[src/rtl/anabellek_hakem.sv]
// Main-memory arbiter between the instruction cache (bbellek) and data cache (vbellek).
// Each granted 128-bit block moves as four separate 32-bit iomem beats.
module anabellek_hakem #(
  parameter int unsigned ZAMAN_ASIMI = 1024,
  parameter int unsigned SAYAC_BIT   = 11
) (
  input  logic         clk_i,
  input  logic         rst_i,
  input  logic         bbellek_istek_i,
  input  logic [31:0]  bbellek_adres_i,
  input  logic         vbellek_istek_i,
  input  logic         vbellek_yaz_i,
  input  logic [31:0]  vbellek_adres_i,
  input  logic [127:0] yazilacak_veri_obegi_i,
  input  logic         iomem_ready_i,
  input  logic [31:0]  iomem_rdata_i,
  output logic         iomem_valid_o,
  output logic [31:0]  iomem_addr_o,
  output logic [31:0]  iomem_wdata_o,
  output logic [3:0]   iomem_wstrb_o,
  output logic         anabellek_musait_o,
  output logic [127:0] okunan_veri_obegi_o,
  output logic         bbellek_hazir_o,
  output logic         vbellek_hazir_o,
  output logic         hata_o
);

  typedef enum logic [1:0] {BOSTA, ISTEK, ARA, TAMAM} durum_t;

  localparam logic [SAYAC_BIT-1:0] SAYAC_SON =
    SAYAC_BIT'((ZAMAN_ASIMI == 0) ? 0 : ZAMAN_ASIMI - 1);

  durum_t               durum;
  logic                 sahip_v;
  logic                 son_v;
  logic                 yaz_r;
  logic [27:0]          adres_r;
  logic [127:0]         blok_r;
  logic [1:0]           beat;
  logic [SAYAC_BIT-1:0] sayac;

  logic        secim_v;
  logic        secim_yaz;
  logic [31:0] secim_adres;
  logic        zaman_doldu;
  logic        unused_alt_bitler;

  // Both requesting: the one that did not win last time gets the port.
  always_comb begin
    secim_v = vbellek_istek_i;
    if (bbellek_istek_i && vbellek_istek_i) secim_v = !son_v;
  end

  assign secim_yaz         = secim_v & vbellek_yaz_i;
  assign secim_adres       = secim_v ? vbellek_adres_i : bbellek_adres_i;
  assign zaman_doldu       = (ZAMAN_ASIMI != 0) && (sayac == SAYAC_SON);
  assign unused_alt_bitler = ^secim_adres[3:0];

  always_ff @(posedge clk_i or posedge rst_i) begin
    if (rst_i) begin
      durum               <= BOSTA;
      sahip_v             <= 1'b0;
      son_v               <= 1'b1;
      yaz_r               <= 1'b0;
      adres_r             <= '0;
      blok_r              <= '0;
      beat                <= '0;
      sayac               <= '0;
      iomem_valid_o       <= 1'b0;
      iomem_addr_o        <= '0;
      iomem_wdata_o       <= '0;
      iomem_wstrb_o       <= '0;
      anabellek_musait_o  <= 1'b1;
      okunan_veri_obegi_o <= '0;
      bbellek_hazir_o     <= 1'b0;
      vbellek_hazir_o     <= 1'b0;
      hata_o              <= 1'b0;
    end else begin
      bbellek_hazir_o <= 1'b0;
      vbellek_hazir_o <= 1'b0;
      hata_o          <= 1'b0;
      case (durum)
        BOSTA: begin
          if (bbellek_istek_i || vbellek_istek_i) begin
            sahip_v            <= secim_v;
            son_v              <= secim_v;
            yaz_r              <= secim_yaz;
            adres_r            <= secim_adres[31:4];
            blok_r             <= yazilacak_veri_obegi_i;
            beat               <= '0;
            sayac              <= '0;
            anabellek_musait_o <= 1'b0;
            // Beat 0 is driven straight from the grant inputs.
            iomem_valid_o      <= 1'b1;
            iomem_addr_o       <= {secim_adres[31:4], 4'b0000};
            iomem_wdata_o      <= secim_yaz ? yazilacak_veri_obegi_i[31:0] : '0;
            iomem_wstrb_o      <= secim_yaz ? 4'hF : 4'h0;
            durum              <= ISTEK;
          end
        end
        ISTEK: begin
          if (iomem_ready_i) begin
            if (!yaz_r) okunan_veri_obegi_o[{beat, 5'b00000} +: 32] <= iomem_rdata_i;
            sayac         <= '0;
            iomem_valid_o <= 1'b0;
            iomem_wdata_o <= '0;
            iomem_wstrb_o <= '0;
            if (beat == 2'd3) begin
              bbellek_hazir_o <= !sahip_v;
              vbellek_hazir_o <= sahip_v;
              durum           <= TAMAM;
            end else begin
              beat  <= beat + 2'd1;
              durum <= ARA;
            end
          end else if (zaman_doldu) begin
            sayac           <= '0;
            iomem_valid_o   <= 1'b0;
            iomem_wdata_o   <= '0;
            iomem_wstrb_o   <= '0;
            bbellek_hazir_o <= !sahip_v;
            vbellek_hazir_o <= sahip_v;
            hata_o          <= 1'b1;
            durum           <= TAMAM;
          end else begin
            sayac <= sayac + 1'b1;
          end
        end
        ARA: begin
          iomem_valid_o <= 1'b1;
          iomem_addr_o  <= {adres_r, beat, 2'b00};
          iomem_wdata_o <= yaz_r ? blok_r[{beat, 5'b00000} +: 32] : '0;
          iomem_wstrb_o <= yaz_r ? 4'hF : 4'h0;
          durum         <= ISTEK;
        end
        TAMAM: begin
          anabellek_musait_o <= 1'b1;
          durum              <= BOSTA;
        end
        default: durum <= BOSTA;
      endcase
    end
  end

endmodule

[config.mk]
export PLATFORM = sky130hd
export DESIGN_NAME = anabellek_hakem
export DESIGN_NICKNAME = d
export VERILOG_FILES = /design/src/rtl/anabellek_hakem.sv
export SDC_FILE = /design/constraint.sdc
export NUM_CORES = 1
export LEC_CHECK = 0
export ABC_AREA = 1
export BUFFER_PORTS_ARGS = -buffer_cell sky130_fd_sc_hd__buf_2
export CAP_MARGIN = 20
export CORE_MARGIN = 2
export CORE_UTILIZATION = 45
export CTS_BUF_LIST = sky130_fd_sc_hd__clkbuf_4 sky130_fd_sc_hd__clkbuf_8
export CTS_CLUSTER_DIAMETER = 40
export CTS_CLUSTER_SIZE = 16
export DETAILED_ROUTE_END_ITERATION = 8
export GPL_TIMING_DRIVEN = 0
export PLACE_DENSITY_LB_ADDON = 0.05
export SLEW_MARGIN = 10
export SYNTH_ARGS = -nofsm -noshare
export SYNTH_HDL_FRONTEND = slang
export SYNTH_SLANG_ARGS = --single-unit
[constraint.sdc]
create_clock -name clk_i -period 14.6 [get_ports clk_i]
set_clock_uncertainty 0.05 [all_clocks]
set_input_delay 2.92 -clock clk_i [delete_from_list [all_inputs] [get_ports clk_i]]
set_output_delay 2.92 -clock clk_i [all_outputs]
set_load 0.1 [all_outputs]
# [Word level (Yosys, flattened, before mapping)]
# Index checks and enable logic that the tools add are counted.
[word_totals] memories=0 regBits=375 latchBits=0 output_inout_bits=201 ram_bits=0 word_cells=98 inputBits=230 rom_bits=0
[classes] order_cmp=0 n_mul=0 shift=3 muxes=47 div_mod_pow=0 addsub=3 reduce_logical=17 n_bitwise=2 eq_ne=9
[op_table] cell="32-bit 2-to-1 mux" n=7
[op_table] cell="128-bit bitwise mux" n=1
[op_table] cell="32-bit by 9-bit variable shift with 128-bit output (first input constant)" n=1
[op_table] cell="128-bit by 8-bit indexed part select with 32-bit output" n=1
[op_table] cell="32-bit by 9-bit indexed part select with 128-bit output" n=1
[op_table] cell="32-bit one-hot mux with 3 select lines" n=1
[op_table] cell="32-bit one-hot mux with 2 select lines" n=1
[op_table] cell="11-bit 2-to-1 mux" n=3
[op_table] cell="11-bit one-hot mux with 2 select lines" n=1
[op_table] cell="4-bit 2-to-1 mux" n=5
[op_table] cell="1-bit 2-to-1 mux" n=17
[op_table] cell="2-bit 2-to-1 mux" n=6
[op_table] cell="4-bit one-hot mux with 3 select lines" n=1
[op_table] cell="11-bit by 1-bit adder with 11-bit output (second input constant)" n=1
[op_table] cell="11-bit by 10-bit equality test with 1-bit output (second input constant)" n=1
[op_table] cell="2-bit AND reduction" n=5
[op_table] cell="7-bit negation with 9-bit output" n=1
[op_table] cell="2-bit one-hot mux with 4 select lines" n=1
[op_table] cell="2-bit equality test (second input constant)" n=3
[op_table] cell="2-bit inequality test (second input constant)" n=3
[op_table] cell="3-bit AND reduction" n=2
[op_table] cell="2-bit nonzero test" n=3
[op_table] cell="2-bit one-hot mux with 2 select lines" n=1
[op_table] cell="4-bit AND reduction" n=1
[op_table] cell="other kinds (12)" n=13

# [Depth between registers and ports, before layout]
# Gate-level depths: netlist of run 1.
[depth] depth_word=6 mapped_depth=11 ltp_nobuf=10

# [Worst setup path after synthesis of run 1]
# Ideal clock, no wire load.
[synth_path] path_kind="flip-flop to output port" startpoint="register, netlist name iomem_wstrb_o[2]" endpoint="output iomem_wstrb_o[1]" n_path_buf=1 arrival_time_ns=1.373 required_ns=11.630 stages_incl_launch_ff=2 slack_ns=10.257 path_cell_list="dfrtp_1 > buf_4"
[synth_rtl] element="to (decl)" line="20" text="output logic [3:0] iomem_wstrb_o,"

==> metrics, run 1 <==
clock buffer depth 3; CP max-delay cell dfrtp_1; FF/Latch Area 0.00926 mm^2; Worst Hold End bbellek_hazir_o$_DFF_PP0_; Wirelength per Cell 17.5 um; Worst path max stage delay about 460 ps; initial antenna violation count 1; HP Start sahip_v$_DFFE_PP0P_; final hold slack 403 ps; setup slack, reg-to-reg 11020 ps; Yosys reg bits 370; Post-CTS Setup Inserts 0; chip width 197 um; CTS buffer count 54; final core occ 57.1%; # port buffers 420; IO Pins 431; finished layout cell area 0.0209 mm^2; grt total ovfl 0; global-route wire length before repair 85100 um; Leakage 11.9 nW; multi-input logic area 0.00646 mm^2; crit path cell chain buf_4 -> buf_2; Layout Nets 2798; Slew @ Worst Pin 848 ps; startpoint types flip-flop; Mapped Avg Cell Area 8.09 um^2; Ys Warns 0; drt initial violations around 1100; final WL about 54000 um; later-pin clock latency in the skew report 650 ps; delay-heaviest family, CP buffers and inverters; hold buffers post-CTS 0; drt pass-1 iters 5; Critical path buffers and inverters 2; commonest non-fill, non-tap cell in the layout nand2_1; layout cell share with drive strength beyond 1 around a quarter; Yosys cell types 35; Critical Path AT 1670 ps; maximum fanout along the worst path 5; critical path class flip-flop to output pin; max-slew violation count 0; initial core utilization 45.8%; Reg2Reg Capture Point okunan_veri_obegi_o[17]$_DFFE_PP0P_; worst r2r src beat[0]$_DFFE_PP0P_; clock-pin slew on the worst setup and hold paths approximately 80 ps; commonest cells after routing, fill and taps aside 859 x nand2_1, 479 x buf_2, 368 x dfrtp_1; sequential area share after synthesis 55.1%; fmax 216 MHz; std cell rows 70; Via density 5.14; synthesis-to-finish area growth 24.6%; Core ar. 0.0367 mm^2; Final setup viols 0; status complete, no violations; gp weighted congestion between 0.8 and 0.9; Overall Global Routing Usage between 20% and 30%; Cells after Synth 2078; post_cts resized 0; Max H-tree Level 2; clock sinks 370; Worst EP required between 10000 and 15000 ps; fin crit period 4640 ps; hpwl dp approximately 39000 um; overall power 4.94 mW; antenna-violating nets left 0; CP Capture Type output pin; maximum VDD drop 149 uV; Die ar. 0.0389 mm^2; die height 197 um; max cap viols 0; period utilization between 30% and 40%; Synth Cell Area between 0.015 and 0.02 mm^2; cell area after placement 0.0196 mm^2; fill count 3534; pin count of the biggest net entering global routing between 100 and 150; slew margin rel. ~43%; Via Count 15800; Setup TNS 0 ps; worst hold path class flip-flop to flip-flop; Final Hold Fails 0; CTS tree done; Root Buffer clkbuf_8; RSZ-0062 raised after global routing no; # DRC 0; hold-critical path depth 1; Worst Reg-to-Reg Cells 11; P per Cell Area 236 mW/mm^2; vias in the first global route 15800
where the power goes:
part / total (mW) / internal [mW] / switching, mW
Sequential: 1.55 / 1.37 / 0.182
Combinational: 2.35 / 0.485 / 1.87
Clock: 1.03 / 0.579 / 0.455
worst reg2reg max path: stages (launching register included):
cell	delay (ps)
dfrtp_1	400
buf_2	210
inv_2	100
clkbuf_1	640
ha_1	360
clkbuf_1	260
inv_2	240
nand2_1	70
nor2_1	640
buf_2	350
nand3_1	100
nand2_1	70
flip-flops by register name, indices dropped and copies added (netlist names), 2 cells and up:
register             count
okunan_veri_obegi_o    128
beat                     2
adres_r                 28
durum                    2
iomem_addr_o            30
blok_r                 128
sayac                   11
iomem_wdata_o           32
per-layer routing:
| metal | share of wire [%] | GRT usage (%) |
|---|---|---|
| met2 | 46 | 44.8 |
| met5 | 0 | 0 |
| met3 | 6.5 | 4.73 |
| met1 | 44 | 37.8 |
| met4 | 3.7 | 10.6 |
metrics by stage:
stage | std cells | setup slack [ps]
4_1_cts | 3072 | 9920
5_1_grt | 3073 | 9910
3_5_place_dp | 2970 | 9980
3_3_place_gp | 2967 | -2960
2_1_floorplan | 2079 | 1360
6_report | 3073 | 9960
synth_stat cells:
master / count / area share (%)
dfstp_2: 2 / 0.31
inv_1: 92 / 2.1
ha_1: 10 / 0.74
nand3_1: 169 / 5.0
o21ai_2: 1 / 0.052
nor2_4: 3 / 0.20
nand2_1: 859 / 19
nor2_1: 43 / 0.96
buf_2: 59 / 1.8
clkbuf_2: 1 / 0.030
nor3b_1: 1 / 0.045
inv_2: 3 / 0.067
nand4_1: 68 / 2.5
o21ai_1: 19 / 0.57
xnor2_1: 1 / 0.052
buf_4: 20 / 0.89
buf_6: 3 / 0.20
or2_1: 1 / 0.037
conb_1: 1 / 0.022
nand3_4: 1 / 0.10
nor3_1: 3 / 0.089
clkbuf_1: 64 / 1.4
clkinv_1: 1 / 0.022
o21bai_1: 1 / 0.045
a21oi_1: 4 / 0.12
o211ai_1: 9 / 0.40
dfrtp_1: 368 / 55
nor3_2: 1 / 0.060
xor2_1: 1 / 0.052
nand2_2: 1 / 0.037
o21ai_0: 262 / 7.8
a22o_1: 1 / 0.052
inv_4: 1 / 0.037
buf_1: 1 / 0.022
nand2_4: 3 / 0.20
worst max path at each step:
stage                                 start                                  to  slack (ps)  cells after the start
6_report       iomem_wstrb_o[2]$_DFFE_PP0P_                    iomem_wstrb_o[1]        9960                      2
4_1_cts        iomem_wstrb_o[2]$_DFFE_PP0P_                    iomem_wstrb_o[1]        9920                      2
3_3_place_gp                          rst_i             blok_r[107]$_DFFE_PP0P_       -2960                      2
5_1_grt        iomem_wstrb_o[2]$_DFFE_PP0P_                    iomem_wstrb_o[3]        9910                      2
2_1_floorplan                         rst_i              adres_r[0]$_DFFE_PP0P_        1360                      1
3_5_place_dp                  iomem_ready_i  okunan_veri_obegi_o[7]$_DFFE_PP0P_        9980                      6
cell type report:
class                      instances  area share (%)
timing repair buffer             423            10.4
sequential                       370            44.2
buffer                           148            3.48
tap                              468            2.80
antenna                            1          0.0119
inverter                          97            1.79
clock inverter                    34            2.16
multi-input combinational       1464            30.8
clock buffer                      68            4.29
cell families (layout without fill, tap and decap cells):
group                      Yosys count  count (layout)  share of synthesized area (%)
adders and majority gates           10              10                          0.744
buffers and inverters              245             770                           6.51
and+or+nand+nor                   1153            1153                           28.5
AOI/OAI and AO/OA                  297             297                           9.04
xor gates and xnor gates             2               2                          0.104
DFF                                370             370                           55.1
other                                1               3                         0.0223
(Power assumes the default switching activity.)
==> inputs of run 2 (changes only) <==
clock period = 3.99 ns   (was 14.6 ns; I/O delays follow)
==> metrics, run 2 (synthesis results as in run 1) <==
status complete, no violations; commonest cells after routing, fill and taps aside 859 x nand2_1, 479 x buf_2, 368 x dfrtp_1; fmax 280 MHz; clock sinks 370; Clock Power Share around a fifth; initial core utilization 45.8%; post_cts resized 0; switching share of power 51.3%; Slew @ Worst Pin slightly below 900 ps; Via Count around 16000; startpoint types flip-flop; slew margin rel. 41.0%; Max H-tree Level 2; std cell rows 70; hpwl dp 40300 um; maximum VDD drop 476 uV; layout cell share with drive strength beyond 1 24.1%; clock-pin slew on the worst setup and hold paths 80 ps; Final Hold Fails 0; fin crit period about 3600 ps; Post-CTS Setup Inserts 0; die height between 150 and 200 um; RSZ-0062 raised after global routing no; Worst Reg-to-Reg Cells 11; final non-filler cell total 3077; pin count of the biggest net entering global routing 39; Core ar. roughly 0.037 mm^2; fill count 3575; vias in the first global route 15700; CTS buffer count 53; worst hold path class input port to async pin; Root Buffer clkbuf_8; critical path class flip-flop to flip-flop; Logic pwr share between 40% and 50%; drt initial violations 1057; final hold slack between 200 and 300 ps; grt total ovfl 0; Worst EP required 4490 ps; IO Pins 431; CP Capture Type flip-flop; antenna-violating nets left 0; FF/Latch Area 0.00926 mm^2; Layout Nets about 2800; Regs by FF count blok_r: 128 flops, okunan_veri_obegi_o: 128 flops, iomem_wdata_o: 32 flops; overall power 17.9 mW; Placed Cells 2977; worst r2r src beat[0]$_DFFE_PP0P_; Reg power frac 31.8%; drt pass-1 iters 5; Critical Path AT 4080 ps; setup slack, reg-to-reg 410 ps; Leakage 11.9 nW; max cap viols 0; Die ar. 0.0389 mm^2; # DRC 0; P per Cell Area 854 mW/mm^2; Overall Global Routing Usage 27.9%; clock buffer depth 3; Power Internal 8.73 mW; # port buffers 420; maximum fanout along the worst path 12; Reg2Reg Capture Point okunan_veri_obegi_o[4]$_DFFE_PP0P_; Via density slightly above 5; final WL 54200 um; gp weighted congestion 0.867; max-slew violation count 0; multi-input logic area 0.00646 mm^2; period utilization about 90%; commonest non-fill, non-tap cell in the layout nand2_1; switching power 9.18 mW; Wirelength per Cell about 18 um; synthesis-to-finish area growth 24.8%; hold buffers post-CTS 0; initial antenna violation count 2; CTS tree done; global-route wire length before repair 84900 um; chip width 197 um; Final setup viols 0; later-pin clock latency in the skew report 630 ps
-- run 2: final cells by class --
| type | instances | share of cell area [%] |
|---|---|---|
| Sequential cell | 370 | 44.2 |
| Multi-Input combinational cell | 1464 | 30.8 |
| Timing Repair Buffer | 430 | 11.0 |
| Clock buffer | 64 | 4.05 |
| Buffer | 148 | 3.47 |
| Tap cell | 468 | 2.79 |
| Clock inverter | 33 | 1.97 |
| Inverter | 97 | 1.77 |
| Antenna cell | 3 | 0.0358 |
-- run 2: worst max-delay path, cell delays in order (launching register included) --
cell and delay (ps):
dfrtp_1 410, buf_2 210, inv_2 100, clkbuf_1 670, ha_1 360, clkbuf_1 250, inv_2 240, nand2_1 70
nor2_1 590, buf_2 340, nand3_1 110, nand2_1 80
-- run 2: power groups by stage --
stage | Sequential (mW) | Clock [mW] | Combinational (mW)
2_1_floorplan | 8.79 | 0 | 3.43
3_3_place_gp | 5.72 | 0 | 8.52
3_5_place_dp | 5.73 | 0 | 8.66
4_1_cts | 5.68 | 3.66 | 8.68
5_1_grt | 5.85 | 3.82 | 9.35
6_report | 5.69 | 3.59 | 8.64
-- run 2: per-layer routing --
metal	vias up	global-route usage (%)	wire, um
li1	7683	-	-
met1	7560	37.8	23700
met2	544	45.9	25300
met3	89	5.14	3630
met4	0	8.19	1520
met5	-	0	0
-- run 2: metrics by stage --
stage	utilization, %	worst slack (ps)	TNS [ps]	area (um^2)
4_1_cts	57.1	409	0	21000
2_1_floorplan	-	-1820	-671620	16800
6_report	57.2	414	0	21000
5_1_grt	57.1	252	0	21000
3_3_place_gp	53.1	-4140	-1508290	19500
3_5_place_dp	53.7	459	0	19700
-- run 2: how the worst max path moves through the flow --
stage                              from                                   to  slack [ps]  cells after the start
floorplan                         rst_i               adres_r[0]$_DFFE_PP0P_       -1820                      1
global placement                  rst_i  okunan_veri_obegi_o[13]$_DFFE_PP0P_       -4140                      2
detailed placement  beat[0]$_DFFE_PP0P_  okunan_veri_obegi_o[15]$_DFFE_PP0P_         460                     11
CTS                 beat[0]$_DFFE_PP0P_   okunan_veri_obegi_o[4]$_DFFE_PP0P_         410                     11
global route        beat[0]$_DFFE_PP0P_  okunan_veri_obegi_o[15]$_DFFE_PP0P_         250                     11
finish              beat[0]$_DFFE_PP0P_   okunan_veri_obegi_o[4]$_DFFE_PP0P_         410                     11
